**config.mk**
```make
export PLATFORM = sky130hd
export DESIGN_NAME = ias_mul_sequencer
export DESIGN_NICKNAME = d
export VERILOG_FILES = /design/src/rtl/ias_mul_sequencer.sv
export SDC_FILE = /design/constraint.sdc
export NUM_CORES = 1
export LEC_CHECK = 0
export BUFFER_PORTS_ARGS = -buffer_cell sky130_fd_sc_hd__buf_2
export CAP_MARGIN = 20
export CELL_PAD_IN_SITES_DETAIL_PLACEMENT = 0
export CELL_PAD_IN_SITES_GLOBAL_PLACEMENT = 2
export CORE_UTILIZATION = 30
export DETAILED_ROUTE_END_ITERATION = 8
export PLACE_DENSITY_LB_ADDON = 0.1
export REMOVE_ABC_BUFFERS = 1
export SETUP_SLACK_MARGIN = 0.2
export SLEW_MARGIN = 30
export SYNTH_ARGS = -nofsm -noshare
export SYNTH_HDL_FRONTEND = slang
export SYNTH_SLANG_ARGS = --single-unit
```
**constraint.sdc**
```tcl
create_clock -name clk -period 2.3 [get_ports clk]
set_input_delay 0.46 -clock clk [delete_from_list [all_inputs] [get_ports clk]]
set_output_delay 0.46 -clock clk [all_outputs]
set_load 0.01 [all_outputs]
```
**src/rtl/ias_mul_sequencer.sv**
```systemverilog
// ias_mul_sequencer
//   Iterative shift-add multiplier for the IAS ALU MUL instruction. It forms
//   the double-length product M(X) * MQ in the AC:MQ register pair, doing one
//   add-and-right-shift of the {carry, AC, MQ} chain per clock.
//
// Ports
//   clk     : clock, every state update happens on the rising edge
//   rst     : synchronous active-high reset
//   start   : multiply request, sampled only while not busy (IDLE or DONE)
//   mult    : multiplicand M(X), unsigned, captured on an accepted start
//   mq_in   : multiplier (MQ contents), unsigned, captured on an accepted start
//   busy    : high for the WIDTH iteration cycles
//   done    : one-cycle pulse, the product is valid on ac_out:mq_out
//   ac_out  : high half of the product (new AC)
//   mq_out  : low half of the product (new MQ)
module ias_mul_sequencer #(
    parameter int WIDTH = 8
) (
    input  logic             clk,
    input  logic             rst,
    input  logic             start,
    input  logic [WIDTH-1:0] mult,
    input  logic [WIDTH-1:0] mq_in,
    output logic             busy,
    output logic             done,
    output logic [WIDTH-1:0] ac_out,
    output logic [WIDTH-1:0] mq_out
);

    localparam int CW = $clog2(WIDTH) + 1;

    localparam logic [1:0] S_IDLE = 2'd0;
    localparam logic [1:0] S_RUN  = 2'd1;
    localparam logic [1:0] S_DONE = 2'd2;

    logic [1:0]       state;
    logic [WIDTH-1:0] m_r;
    logic [WIDTH-1:0] ac_r;
    logic [WIDTH-1:0] mq_r;
    logic [CW-1:0]    cnt;
    logic [WIDTH:0]   sum;
    logic             last;

    // Partial-product add; the carry out becomes the top bit of the shifted AC.
    assign sum  = {1'b0, ac_r} + (mq_r[0] ? {1'b0, m_r} : '0);
    assign last = (cnt == CW'(WIDTH - 1));

    // Outputs come straight from registers or the state decode only.
    assign busy   = (state == S_RUN);
    assign done   = (state == S_DONE);
    assign ac_out = ac_r;
    assign mq_out = mq_r;

    always_ff @(posedge clk) begin
        if (rst) begin
            state <= S_IDLE;
            m_r   <= '0;
            ac_r  <= '0;
            mq_r  <= '0;
            cnt   <= '0;
        end else begin
            case (state)
                // DONE accepts a new start exactly like IDLE, which gives the
                // one-product-per-(WIDTH+1)-cycles back-to-back rate.
                S_IDLE, S_DONE: begin
                    if (start) begin
                        m_r   <= mult;
                        mq_r  <= mq_in;
                        ac_r  <= '0;
                        cnt   <= '0;
                        state <= S_RUN;
                    end else begin
                        state <= S_IDLE;
                    end
                end
                S_RUN: begin
                    // Right shift of {carry, AC, MQ}: the LSB of the sum drops
                    // into the MQ top while the consumed multiplier bit leaves.
                    ac_r <= sum[WIDTH:1];
                    mq_r <= {sum[0], mq_r[WIDTH-1:1]};
                    cnt  <= cnt + CW'(1);
                    if (last) state <= S_DONE;
                end
                default: state <= S_IDLE;
            endcase
        end
    end

endmodule

```
==> flow_summary_export.csv, run 1 <==
group,metric,value,unit
timing,slew-limit-headroom,58.9,%
pwr,p_per_area,689,nW/µm²
grt,grt_max_degree,26,
detailed_routing,routed_via_density,4.94,
place,port-buffer-count,36,
detailed_routing,vias,1255,
floorplanning,initial_core_util,32.0,%
yosys,ys_ff_latch,30,
cts,clock_path_buffers,2,
detailed_routing,routed_wl,3390,µm
floorplanning,die_w,70.9,µm
pwr,vdd_drop_max,288,µV
pwr,p_leak,0.812,nW
cts,cts_hold_buffers,0,
timing,final.period_utilization,84.4,%
timing,setup_tns,0,ns
yosys,avgSynthCellArea,8.67,µm²
detailed_routing,wl_per_cell,13.3,µm
grt,grt_pass1_wl,5710,µm
yosys,netlist_area,1420,µm²
critical_path,cp.required,2.47,ns
cts,cts_root_buf,"clkbuf_8",
layout,drive_gt1_share,26.2,%
cts,clk_pin_slew,0.06,ns
cts,numCtsBuffers,5,
cts,clock_sinks,30,
detailed_routing,drc,0,
yosys,yosys_warnings,0,
worst_hold_path,min_path_type,"primary input to flop",
detailed_routing,drt-pass1-iter-count,6,
layout,n_antenna_cell,0,
detailed_routing,drtAntennaViolNets,0,
grt,grt_usage,14.8,%
layout,multiInputGateArea,783,µm²
yosys,ys_types,37,
timing,drv_slew,0,
place,placed_area,1660,µm²
yosys,synth.area.top_cells,"dfxtp_1 (42%), a21oi_1 (8.1%), ha_1 (7.9%)",
run_status,status,"complete, no violations",
timing,grt_setup_unrepaired,"false",
critical_path,end_kind,"flop",
timing,max_freq,0.515,GHz
layout,design_area,1780,µm²
timing,clock_skew,0.00278,ns
timing,tightest_slew,0.616,ns
yosys,synthesis.instances,164,
layout,final_nets,231,
floorplanning,fp.dieH,70.9,µm
critical_path,worst_setup_path_start_kind,"flop",
yosys,synth_top_area_share,42.2,%
floorplanning,num_io_pins,37,
yosys,yosysSeqAreaShare,42.2,%
grt,antenna_found_initial,0,
layout,final_cell_mix,"buf_2 (36), nand2_1 (29), dfxtp_1 (29)",
layout,areaGrowthSynthToFinish,24.8,%
critical_path,worstPathArrival,2.11,ns
floorplanning,core_area,4440,µm²
place,hpwl,2470,µm
critical_path,path_max_fanout,10,
layout,layout_commonest_cell,"buf_2",
timing,min_period,1.94,ns
layout,fill_cells,478,
detailed_routing,drt_iter0_markers,37,
pwr,power,1.22,mW
floorplanning,dieArea,5020,µm²
yosys,synth_largest_area_cell,"dfxtp_1",
grt,grt_pass1_vias,1199,
flow_run,max-cap-violations,0,
layout,register_area,604,µm²
timing,holdWs,0.416,ns
grt,gr-total-overflow,0,
cts,ctsHtreeMaxLevel,2,
place,routabilityCongestion,0.790,
timing,final-setup-viol-count,0,
floorplanning,rows,24,
timing,finalHoldViolCount,0,
critical_path,worstSetupPathType,"flop to flop",
cts,cts_tree,"built",
cts,clock_latency,0.28,ns
## area by class of cell
type                            count  area share, %
Timing Repair Buffer               39           11.4
Clock buffer                        6           4.65
Tap cell                           52           3.66
Multi-Input combinational cell    124           44.1
Inverter                            2          0.423
Sequential cell                    30           34.0
Clock inverter                      1           1.69
## sequential cells by signal, indices dropped and copies added (netlist names)
signal  cells
mq_out      8
state       2
ac_out      8
cnt         4
m_r         8
## stage by stage
stage                     utilization (%)  setup WS (ns)  cells
after floorplan                         -          0.373    156
after global placement               37.3          0.320    247
after detailed placement             37.3          0.265    247
after CTS                            39.8          0.239    254
after global routing                 39.9          0.208    254
final                                39.9          0.358    254
## power breakdown
| part | internal (mW) | switching, mW |
|---|---|---|
| clock network | 0.346 | 0.191 |
| registers | 0.543 | 0.0164 |
| logic | 0.0495 | 0.0769 |
## timing repair
action / CTS / global route
setup buffers: 0 / 0
endpoints found under the setup margin: 0 / 1
resized for setup: 0 / 3
## per-layer routing
metal | global-route usage (%) | up-vias | wire length [µm]
met4 | 5.33 | 0 | 51
met3 | 4.42 | 7 | 134
met5 | 0 | - | 0
met2 | 24.1 | 25 | 1630
li1 | - | 650 | -
met1 | 18.5 | 573 | 1570
## synth_stat cells (all sizes together)
cell type,n
dfxtp,30
nand2,29
a21oi,24
ha,9
nor2,9
and2,8
a22oi,7
a22o,6
buf,4
clkbuf,4
nand3,4
xnor2,3
inv,2
nand2b,2
nand3b,2
nor2b,2
nor3,2
o21ai,2
a21boi,1
a21o,1
a221oi,1
a311oi,1
a32o,1
fa,1
nand4,1
o211a,1
o21a,1
o21bai,1
o31ai,1
o41ai,1
or2,1
or3,1
xor2,1
## critical path, stage by stage (launching register included)
cell	delay (ns)
dfxtp_4	0.37
and2_1	0.16
ha_2	0.30
a21oi_2	0.16
a21boi_1	0.10
o21a_1	0.18
or3_1	0.31
a32o_1	0.25
## kinds of logic after synthesis
logic type               synth area share (%)
buffers and inverters                    2.90
XOR/XNOR                                 2.46
flip-flops                               42.2
AO/OA/AOI/OAI                            22.8
AND/OR/NAND/NOR                          20.3
adder cells (fa/ha/maj)                  9.32
## path summary, 6_finish.rpt
path              startpoint        end  slack [ns]  cells after the start
setup / recovery   mq_out[0]  ac_out[4]        0.36                      7
setup reg to reg   mq_out[0]  ac_out[4]        0.36                      7
hold / removal       mult[5]     m_r[5]        0.42                      3
hold reg to reg       m_r[2]     m_r[2]        0.46                      2
Power figures use the tool's default switching activity.
==> run 2, diff against run 1 <==
CORE_UTILIZATION = 27   (was 30)
clock period = 1.6 ns   (was 2.3 ns; I/O delays follow)
==> run 2 against run 1 <==
First-iteration DRC count is 11% lower; setup slack worse by 0.53 ns; global-route usage increased by 1.2 points; register-to-register slack got worse by 0.53 ns; the run now ends with setup timing left; utilization increased by 2.6 points; final cell count is 18% higher; maximum frequency rose by 9.8%; total power is 38% higher; combinational power up 92%; routed wire length rose by 16%; worst hold slack got worse by 0.14 ns; clock-buffer cell count increased by 1.
==> flow_summary_export.csv, run 2 (synthesis gave the netlist of run 1 again) <==
group,metric,value,unit
critical_path,r2r-start,"mq_out[0]",
place,port-buffer-count,36,
critical_path,setup.worst_path.start,"mq_out[0]",
floorplanning,initial_core_util,28.0,%
cts,clk_pin_slew,0.06,ns
layout,layout_commonest_cell,"buf_2",
critical_path,worstPathCellList,"and2_4 -> ha_4 -> fa_2 -> a21oi_2 -> o211a_1 -> o21bai_1 -> a21oi_1 -> o31ai_1",
critical_path,end_kind,"flop",
run_status,violations,"setup timing",
run_status,status,"complete, but fails checks",
detailed_routing,wl_per_cell,13.1,µm
layout,n_antenna_cell,0,
floorplanning,num_io_pins,37,
cts,clock_latency,0.28,ns
critical_path,path_max_fanout,7,
place,dpl.cell_count,283,
floorplanning,core_area,5070,µm²
critical_path,worst_setup_path_start_kind,"flop",
critical_path,worstPathArrival,1.93,ns
detailed_routing,routed_wl,3930,µm
place,routabilityCongestion,0.737,
critical_path,r2r-end,"ac_out[7]",
place,dp_slack,-0.350,ns
timing,tightest_slew,0.314,ns
detailed_routing,vias,1357,
cts,clock_sinks,30,
flow_run,max-cap-violations,0,
pwr,vdd_drop_max,419,µV
floorplanning,die_w,74.6,µm
grt,grt_max_degree,17,
critical_path,worstSetupPathType,"flop to flop",
place,hpwl,2760,µm
critical_path,critPathSlowestCell,"dfxtp_4",
cts,numCtsBuffers,5,
timing,worst_slack,-0.168,ns
grt,gr-total-overflow,0,
timing,grt_setup_unrepaired,"true",
layout,final_nets,258,
critical_path,max_stage_delay,0.36,ns
layout,final_cell_mix,"buf_2 (36), nand2_1 (29), dfxtp_1 (28)",
timing,finalHoldViolCount,0,
cts,cts_root_buf,"clkbuf_8",
pwr,power,1.68,mW
timing,max_freq,0.566,GHz
pwr,p_per_area,779,nW/µm²
cts,clock_path_buffers,2,
detailed_routing,drtAntennaViolNets,0,
detailed_routing,routed_via_density,4.52,
critical_path,crit_end,"ac_out[7]",
worst_hold_path,hold_depth,3,
layout,areaGrowthSynthToFinish,51.9,%
detailed_routing,drt-pass1-iter-count,4,
critical_path,cp.required,1.76,ns
critical_path,r2r_slack,-0.17,ns
timing,slew-limit-headroom,79.1,%
timing,clock_skew,0.00273,ns
critical_path,ff2ff_path_depth,8,
timing,drv_slew,0,
timing,min_period,1.77,ns
worst_hold_path,min_path_type,"primary input to flop",
timing,final-setup-viol-count,6,
detailed_routing,drt_iter0_markers,33,
critical_path,cp.buffers_inverters,0,
critical_path,crit_family,"compound AO/OA/AOI/OAI gates",
pwr,p_leak,0.952,nW
layout,drive_gt1_share,43.9,%
layout,fin_util,42.6,%
floorplanning,rows,26,
cts,cts_tree,"built",
floorplanning,fp.dieH,74.6,µm
grt,antenna_found_initial,0,
grt,grt_usage,15.9,%
detailed_routing,drc,0,
grt,grt_pass1_vias,1330,
timing,final.period_utilization,111,%
cts,cts_hold_buffers,0,
layout,instances_no_fill,300,
cts,ctsHtreeMaxLevel,2,
grt,grt_pass1_wl,6460,µm
floorplanning,dieArea,5560,µm²
critical_path,cp.depth,8,
[run 2: cell count changes in the layout (fill, tap and decap cells not counted), moves of 3 or more]
cell | previous run | this run
and2_4 | 0 | 3
buf_4 | 3 | 25
ha_4 | 0 | 6
buf_6 | 0 | 4
a21oi_1 | 23 | 19
ha_1 | 8 | 2
and2_1 | 8 | 5
[run 2: how the worst min path moves through the flow]
stage	startpoint	to	slack, ns
after floorplan	rst	cnt[2]	0.39
after global placement	m_r[6]	m_r[6]	0.44
after detailed placement	m_r[7]	m_r[7]	0.45
after CTS	mult[7]	m_r[7]	0.26
after global routing	mult[6]	m_r[6]	0.27
final	mult[0]	m_r[0]	0.27
[run 2: per-layer routing]
metal | global-route usage (%) | vias to the layer above | part of all wire, %
met3 | 4.47 | 7 | 5.0
met2 | 25.4 | 34 | 47
met5 | 0 | - | 0
met4 | 6.29 | 0 | 1.5
met1 | 20.3 | 608 | 47
li1 | - | 708 | -
[run 2: cell type report]
| type | count | area (µm²) |
|---|---|---|
| repair buffers | 66 | 433 |
| fillers | 540 | 2910 |
| well taps | 70 | 87.6 |
| flip-flops and latches | 30 | 606 |
| multi-input cells | 124 | 936 |
| clock buffers | 7 | 86.3 |
| inverters | 2 | 7.51 |
| clock inverters | 1 | 5.00 |
[run 2: repair_timing]
action,CTS,global route
resized for setup,24,9
endpoints found under the setup margin,9,19
setup buffers,4,5
pin swaps,6,8
[run 2: power breakdown]
| group | switching (mW) | total [mW] | internal, mW | leakage [nW] |
|---|---|---|---|---|
| logic | 0.127 | 0.242 | 0.115 | 0.658 |
| registers | 0.0253 | 0.806 | 0.780 | 0.246 |
| clock network | 0.290 | 0.636 | 0.347 | 0.0482 |
| total | 0.442 | 1.68 | 1.24 | 0.952 |
[run 2: worst reg2reg max path, stage by stage (launching register included)]
cell	delay, ns
dfxtp_4	0.36
and2_4	0.14
ha_4	0.16
fa_2	0.36
a21oi_2	0.16
o211a_1	0.18
o21bai_1	0.07
a21oi_1	0.14
o31ai_1	0.08
[run 2: per-stage QoR]
step	area [µm²]	setup TNS (ns)	hold slack [ns]
after global routing	2160	-1.19	0.273
after detailed placement	1810	-1.58	0.446
after global placement	1810	-1.31	0.443
after CTS	2060	-0.722	0.262
after floorplan	1390	-1.13	0.389
final	2160	-0.781	0.274
==> run 3, diff against run 2 <==
CORE_UTILIZATION = 32   (was 27)
clock period = 2.23 ns   (was 1.6 ns; I/O delays follow)
==> run 3 against run 2 <==
The flow now finishes without violations; utilization increased by 0.30 points; maximum frequency decreased by 9.2%; setup slack improved by 0.45 ns; non-clock buffer count decreased by 25; first-iteration DRC count increased by 18%; critical endpoint is now ac_out[4]; largest cell class unchanged; largest power group unchanged; highest routed layer unchanged.
==> flow_summary_export.csv, run 3 (synthesis gave the netlist of run 1 again) <==
group,metric,value,unit
run_status,status,"complete, no violations",
grt,grt_pass1_vias,1183,
cts,clock_sinks,30,
worst_hold_path,hold_start,"mult[3]",
detailed_routing,routed_wl,3580,µm
pwr,p_comb_share,11.6,%
timing,max_freq,0.514,GHz
cts,cts_tree,"built",
worst_hold_path,hold_end,"m_r[3]",
critical_path,path_max_fanout,10,
pwr,p_per_area,660,nW/µm²
critical_path,worstPathCellList,"and2_1 -> ha_2 -> a21oi_2 -> a21boi_1 -> o21a_1 -> or3_1 -> a32o_1",
cts,postCtsSetupBuffers,0,
grt,grt_pass1_wl,5630,µm
layout,areaGrowthSynthToFinish,24.9,%
grt,grt_max_degree,24,
layout,layout_commonest_cell,"buf_2",
pwr,power.internal,862,µW
detailed_routing,drt_iter0_markers,39,
timing,drv_slew,0,
critical_path,ff2ff_path_depth,7,
detailed_routing,vias,1304,
timing,grt_setup_unrepaired,"true",
critical_path,worst_setup_path_start_kind,"flop",
flow_run,max-cap-violations,0,
pwr,p_leak,0.812,nW
critical_path,r2r_slack,0.28,ns
layout,final_nets,233,
place,hpwl,2520,µm
detailed_routing,drt-pass1-iter-count,4,
cts,cts_root_buf,"clkbuf_8",
cts,clock_path_buffers,2,
layout,final_cell_mix,"buf_2 (36), nand2_1 (29), dfxtp_1 (29)",
place,routabilityCongestion,0.784,
timing,clock_skew,0.00489,ns
grt,grt_usage,16.9,%
timing,final-setup-viol-count,0,
floorplanning,core_area,4140,µm²
pwr,power.share.clock,39.2,%
cts,clk_pin_slew,0.07,ns
critical_path,max_stage_delay,0.37,ns
critical_path,end_kind,"flop",
critical_path,cp.required,2.41,ns
worst_hold_path,hold_depth,3,
grt,antenna_found_initial,0,
timing,min_period,1.95,ns
detailed_routing,drtAntennaViolNets,0,
layout,n_antenna_cell,0,
cts,ctsHtreeMaxLevel,2,
floorplanning,fp.dieH,68.7,µm
critical_path,r2r-start,"mq_out[0]",
place,dp_slack,0.152,ns
floorplanning,num_io_pins,37,
worst_hold_path,min_path_type,"primary input to flop",
floorplanning,dieArea,4720,µm²
floorplanning,rows,23,
timing,worst_slack,0.283,ns
pwr,p_sw,310,µW
floorplanning,die_w,68.7,µm
critical_path,r2r-end,"ac_out[4]",
place,port-buffer-count,36,
pwr,vdd_drop_max,278,µV
detailed_routing,routed_via_density,5.11,
timing,finalHoldViolCount,0,
detailed_routing,drc,0,
timing,setup_tns,0,ns
floorplanning,initial_core_util,34.3,%
detailed_routing,wl_per_cell,14.0,µm
timing,final.period_utilization,87.3,%
cts,numCtsBuffers,5,
critical_path,worstSetupPathType,"flop to flop",
grt,gr-total-overflow,0,
timing,tightest_slew,0.522,ns
cts,clock_latency,0.28,ns
critical_path,worstPathArrival,2.12,ns
layout,drive_gt1_share,28.3,%
pwr,seqPwrFrac,49.2,%
timing,slew-limit-headroom,65.0,%
pwr,p_sw_share,26.4,%
critical_path,critPathSlowestCell,"dfxtp_4",
run 3: cell count changes in the layout (fill, tap and decap cells not counted), sizes merged:
cell / before / now
buf: 66 / 41
run 3: through the flow:
| step | hold WS, ns | cell area, µm² | util (%) | std cells | power [mW] |
|---|---|---|---|---|---|
| 4_1_cts | 0.390 | 1760 | 42.5 | 255 | 1.19 |
| 6_report | 0.399 | 1780 | 42.9 | 255 | 1.17 |
| 3_5_place_dp | 0.450 | 1670 | 40.3 | 247 | 0.726 |
| 3_3_place_gp | 0.444 | 1670 | 40.3 | 247 | 0.724 |
| 2_1_floorplan | 0.426 | 1390 | - | 156 | 0.655 |
| 5_1_grt | 0.394 | 1780 | 42.9 | 255 | 1.23 |
run 3: power by group through the flow:
stage,clock network [mW],registers (mW),logic [mW]
2_1_floorplan,0,0.590,0.0643
3_3_place_gp,0,0.589,0.135
3_5_place_dp,0,0.590,0.137
4_1_cts,0.471,0.578,0.137
5_1_grt,0.499,0.581,0.150
6_report,0.459,0.577,0.136
run 3: worst max path at each step:
stage                         start   endpoint  slack (ns)  cells after the start
after global placement    mq_out[0]  ac_out[4]        0.22                      7
after CTS                 mq_out[0]  ac_out[4]        0.22                      7
after global routing      mq_out[0]  ac_out[4]        0.17                      7
final                     mq_out[0]  ac_out[4]        0.28                      7
after detailed placement  mq_out[0]  ac_out[4]        0.15                      7
after floorplan           mq_out[0]  ac_out[4]        0.30                      7
run 3: layout make-up:
cell class / count / area [µm²]
fillers: 448 / 2370
clock buffers: 7 / 86.3
inverters: 2 / 7.51
clock inverters: 1 / 5.00
well taps: 50 / 62.6
multi-input cells: 124 / 793
flip-flops and latches: 30 / 604
repair buffers: 41 / 218
run 3: what timing repair did:
action / in CTS / in global routing
hold buffers: 0 / 0
gates resized for setup: 1 / 5
endpoints found under the setup margin: 1 / 3
run 3: critical path: cells and delay by family, from the launching register on:
kind / cells / cell delay (ns)
AND/OR/NAND/NOR: 2 / 0.47
flip-flops: 1 / 0.37
AO/OA/AOI/OAI: 4 / 0.69
adder cells (fa/ha/maj): 1 / 0.31
run 3: metal layers:
layer	global-route usage, %	share of wire, %	wire [µm]	vias up
li1	-	-	-	659
met1	22.0	48	1720	610
met2	25.9	47	1670	28
met3	5.26	4.1	148	7
met4	6.77	1.2	42	0
met5	0	0	0	-
